File: src/rtl/uart_cmd_counter.sv
`timescale 1ns/1ps
// Command-driven up/down counter feeding the four-digit FND display path.
// Pops ASCII commands from a first-word-fall-through RX FIFO and counts on a prescaled tick.
module uart_cmd_counter #(
    parameter int CLK_FREQ  = 100_000_000,
    parameter int TICK_HZ   = 10,
    parameter int MAX_COUNT = 9999
) (
    input  logic        clk,
    input  logic        rst,
    input  logic        rx_empty,
    input  logic [7:0]  rx_data,
    output logic        rx_pop,
    output logic [13:0] o_counter,
    output logic        o_run,
    output logic        o_dir
);

    localparam int TICK_DIV = CLK_FREQ / TICK_HZ;
    localparam int PW       = $clog2(TICK_DIV);

    localparam logic [PW-1:0] PRESC_LAST = PW'(TICK_DIV - 1);
    localparam logic [PW-1:0] PRESC_ONE  = PW'(1);
    localparam logic [13:0]   MAX_VAL    = 14'(MAX_COUNT);

    // Commands compared after folding to upper case (bit 5 cleared).
    localparam logic [7:0] CMD_RUN  = 8'h52;
    localparam logic [7:0] CMD_CLR  = 8'h43;
    localparam logic [7:0] CMD_UP   = 8'h55;
    localparam logic [7:0] CMD_DOWN = 8'h44;

    typedef enum logic [1:0] {
        IDLE,
        POP,
        EXEC
    } state_t;

    state_t        state;
    logic [7:0]    cmd;
    logic [7:0]    cmd_uc;
    logic [PW-1:0] presc;
    logic          tick;
    logic          exec_clr;

    assign cmd_uc   = cmd & 8'hDF;
    assign exec_clr = (state == EXEC) && (cmd_uc == CMD_CLR);
    assign tick     = o_run && (presc == PRESC_LAST);

    // Command sequencer: IDLE -> POP -> EXEC, three cycles per byte. EXEC always
    // returns to IDLE, so rx_empty is never sampled in the cycle right after a pop.
    // NOTE: sequential state uses non-blocking (<=) so every register reads the
    // pre-edge value of its neighbours; blocking here would create order races.
    always_ff @(posedge clk or posedge rst) begin
        if (rst) begin
            state  <= IDLE;
            cmd    <= 8'h00;
            rx_pop <= 1'b0;
            o_run  <= 1'b0;
            o_dir  <= 1'b0;
        end else begin
            rx_pop <= 1'b0;
            case (state)
                IDLE: begin
                    if (!rx_empty) begin
                        state  <= POP;
                        rx_pop <= 1'b1;
                    end
                end
                POP: begin
                    cmd   <= rx_data;
                    state <= EXEC;
                end
                EXEC: begin
                    state <= IDLE;
                    case (cmd_uc)
                        CMD_RUN:  o_run <= ~o_run;
                        CMD_UP:   o_dir <= 1'b0;
                        CMD_DOWN: o_dir <= 1'b1;
                        default:  ;
                    endcase
                end
                default: state <= IDLE;
            endcase
        end
    end

    // Prescaler and counter. A clear in EXEC overrides a coincident tick; a tick
    // coincident with a direction or run change still uses the pre-edge o_dir/o_run.
    always_ff @(posedge clk or posedge rst) begin
        if (rst) begin
            presc     <= '0;
            o_counter <= '0;
        end else if (exec_clr) begin
            presc     <= '0;
            o_counter <= '0;
        end else begin
            if (o_run) begin
                presc <= tick ? '0 : presc + PRESC_ONE;
            end
            if (tick) begin
                if (!o_dir) begin
                    o_counter <= (o_counter == MAX_VAL) ? 14'd0 : o_counter + 14'd1;
                end else begin
                    o_counter <= (o_counter == 14'd0) ? MAX_VAL : o_counter - 14'd1;
                end
            end
        end
    end

endmodule

File: config.mk
export PLATFORM = sky130hd
export DESIGN_NAME = uart_cmd_counter
export DESIGN_NICKNAME = d
export VERILOG_FILES = /design/src/rtl/uart_cmd_counter.sv
export SDC_FILE = /design/constraint.sdc
export NUM_CORES = 1
export LEC_CHECK = 0
export CAP_MARGIN = 30
export CORE_MARGIN = 10
export CORE_UTILIZATION = 40
export CTS_BUF_LIST = sky130_fd_sc_hd__clkbuf_8 sky130_fd_sc_hd__clkbuf_16
export DETAILED_ROUTE_END_ITERATION = 8
export REMOVE_ABC_BUFFERS = 1
export SYNTH_ARGS = -nofsm -noshare
export SYNTH_HDL_FRONTEND = slang
export SYNTH_SLANG_ARGS = --single-unit
File: constraint.sdc
create_clock -name clk -period 4.6 [get_ports clk]
set_clock_uncertainty 0.1 [all_clocks]
set_input_delay 0.92 -clock clk [delete_from_list [all_inputs] [get_ports clk]]
set_output_delay 0.92 -clock clk [all_outputs]
set_load 0.01 [all_outputs]
==> out/qor.txt <==
main area contributors after synthesis - dfrtp_1, xnor2_1, nor2_1
first-pass GRT wire length - 12.1 mm
mux share of post-synthesis cell area - 4.23%
outcome - complete, no violations
hold crit path type - reg2reg
Final Non-Filler Cells - 448
DIE AREA - 11,600 µm²
overall global routing resource usage - 12.3%
WHS - 0.385 ns
gpl congestion - 0.827
post-placement cell area - 3430 µm²
CP max FO - 16
largest area contributor in the netlist - dfrtp_1
RSZ-0062 raised after global routing - no
CTS tree - done
cell area power density - 254 nW/µm²
I/O Buffers - 26
share of Yosys cell area claimed by the top area cell type - 40.6%
worst path cell trace - nor4bb_1 > nand3_1 > or3_1 > or4b_1 > a21oi_1
Ports - 28
worst endpoint required time - 4.73 ns
Hold Vio Cnt, Final - 0
Relative slew margins - 42.7%
Initial Utilization - 41.8%
clock latency on the worst-skew pair - 0.30 ns
hold_buf cts - 0
Post-CTS Resized - 0
P&R area growth vs syn - 14.5%
total power draw - 0.895 mW
max frequency - 362 MHz
via count - 2,558
worst path bufs/invs - 0
startpoint types - flip-flop
Synth Area per Inst - 9.36 µm²
Die Wd - 108 µm
max_cap viols - 0
cell area after synthesis - 3080 µm²
die height - 108 µm
commonest non-fill, non-tap cell in the layout - dfrtp_1
#FFs+latches synth - 50
TritonCTS Buffers - 5
H-tree levels - 2
worst-margin pin slew - 0.851 ns
post-CTS setup repair buffer count - 0
fillers - 702
nets - 362
pin count of the biggest net entering global routing - 39
vias in the first global route - 2,460
drc violations - 0
DR WL/cell - 15.7 µm
async set or reset register ratio after synthesis - 100%
Core Rows - 31
detailed placement HPWL - 5.01 mm
First DRT Iteration DRCs - 96
Setup-failing EPs final - 0
DRT antenna net count - 0
peak supply drop - 0.144 mV
most frequent cells in the layout - dfrtp_1, nor2_1, clkdlybuf4s50_1
register area share after synthesis - 40.6%
Post-Route WL - 7.03 mm
Synthesis Warnings - 0
Compound-Gate Fraction of Synth Area - 12.7%
prevailing post-synth register cell - dfrtp_1
first-pass iteration count of the detailed router - 4
core area - 7370 µm²
CTS sink cnt - 50
crit-path leading delay family - simple AND/OR/NAND/NOR gates
Setup Crit Path Kind - reg2reg
CTS max path bufs - 2
Worst path slowest cell - or3_1
share of cells above drive strength 1 - 10.0%
placed cell count - 440
Worst-path clk slew - 0.09 ns
crit-path max cell delay - 0.72 ns
Final period util - 60.0%
synthesized instance count - 329
setup TNS - 0 ns
Post-Synth XOR/XNOR Area - 7.11%
Final Instance Area - 3520 µm²
Slew Viols, Final - 0
Arr. time, crit path - 2.89 ns
antenna violations before repair - 0
Simple-Gate Fraction of Synth Area - 29.7%
post-layout min period - 2.76 ns
Post-synth EDFFs - 0
drt via density - 5.71
library cells used by synthesis - 63
LEAKAGE - 1.37 nW
CTS Root Cell - clkbuf_8
diodes inserted - 0
grt ovf - 0
crit path capture type - flip-flop
setup slack after layout - 1.84 ns
Synth Area in Adders - 1.22%
DP Worst Slack - 1.89 ns
Post-Route Utilization - 47.8%
largest family of logic cells by synthesized area - simple AND/OR/NAND/NOR gates
-- Yosys cell counts (all sizes together), types with 4 or more instances --
library cell,count
a21oi,10
and2,6
and3,6
and4,4
buf,6
clkbuf,12
dfrtp,50
inv,12
mux2,8
mux2i,4
nand2,19
nand3,17
nand4,11
nor2,31
nor2b,4
nor3,14
nor3b,6
nor4,16
nor4b,4
o21ai,9
or3,4
or4,4
xnor2,19
xor2,6
-- state kept, by name (all words and copies together), names as in the netlist --
name       count
rx_pop         1
state          2
o_counter     14
presc         24
cmd            7
o_dir          1
o_run          1
-- cells by family after synthesis --
logic type | after synthesis
compound gates | 51
simple gates | 157
buf+inv | 31
mux | 12
xor+xnor | 25
flops | 50
fa+ha+maj | 3
-- power by group --
part           leakage (nW)  internal, mW  switching, mW
combinational         0.647        0.0587         0.0609
sequential            0.672         0.476         0.0355
clock                0.0524         0.120          0.144
total                  1.37         0.655          0.241
-- metal layers --
| layer | routed length [µm] | track usage, % |
|---|---|---|
| met1 | 3350 | 16.3 |
| met2 | 3240 | 19.9 |
| met3 | 330 | 2.46 |
| met4 | 111 | 3.72 |
| met5 | 0 | 0 |
-- path summary, 6_finish.rpt --
| kind | startpoint | endpoint | slack (ns) | cells after the start |
|---|---|---|---|---|
| max in group asynchronous | rst | cmd[4] | 3.13 | 3 |
| hold / removal | state[1] | rx_pop | 0.38 | 1 |
| hold reg to reg | state[1] | rx_pop | 0.38 | 1 |
| setup / recovery | o_run | o_counter[5] | 1.84 | 5 |
| setup reg to reg | o_run | o_counter[5] | 1.84 | 5 |
| min in group asynchronous | rst | presc[21] | 0.77 | 2 |
-- cell type report --
class	count	area, µm²	share of cell area (%)
inverter	13	48.8	1.38
sequential	50	1250	35.5
multi-input combinational	248	1700	48.2
tap	99	124	3.51
timing repair buffer	30	310	8.80
clock inverter	2	8.76	0.248
clock buffer	6	82.6	2.34
Note: power is estimated with default switching activity, not from simulation.
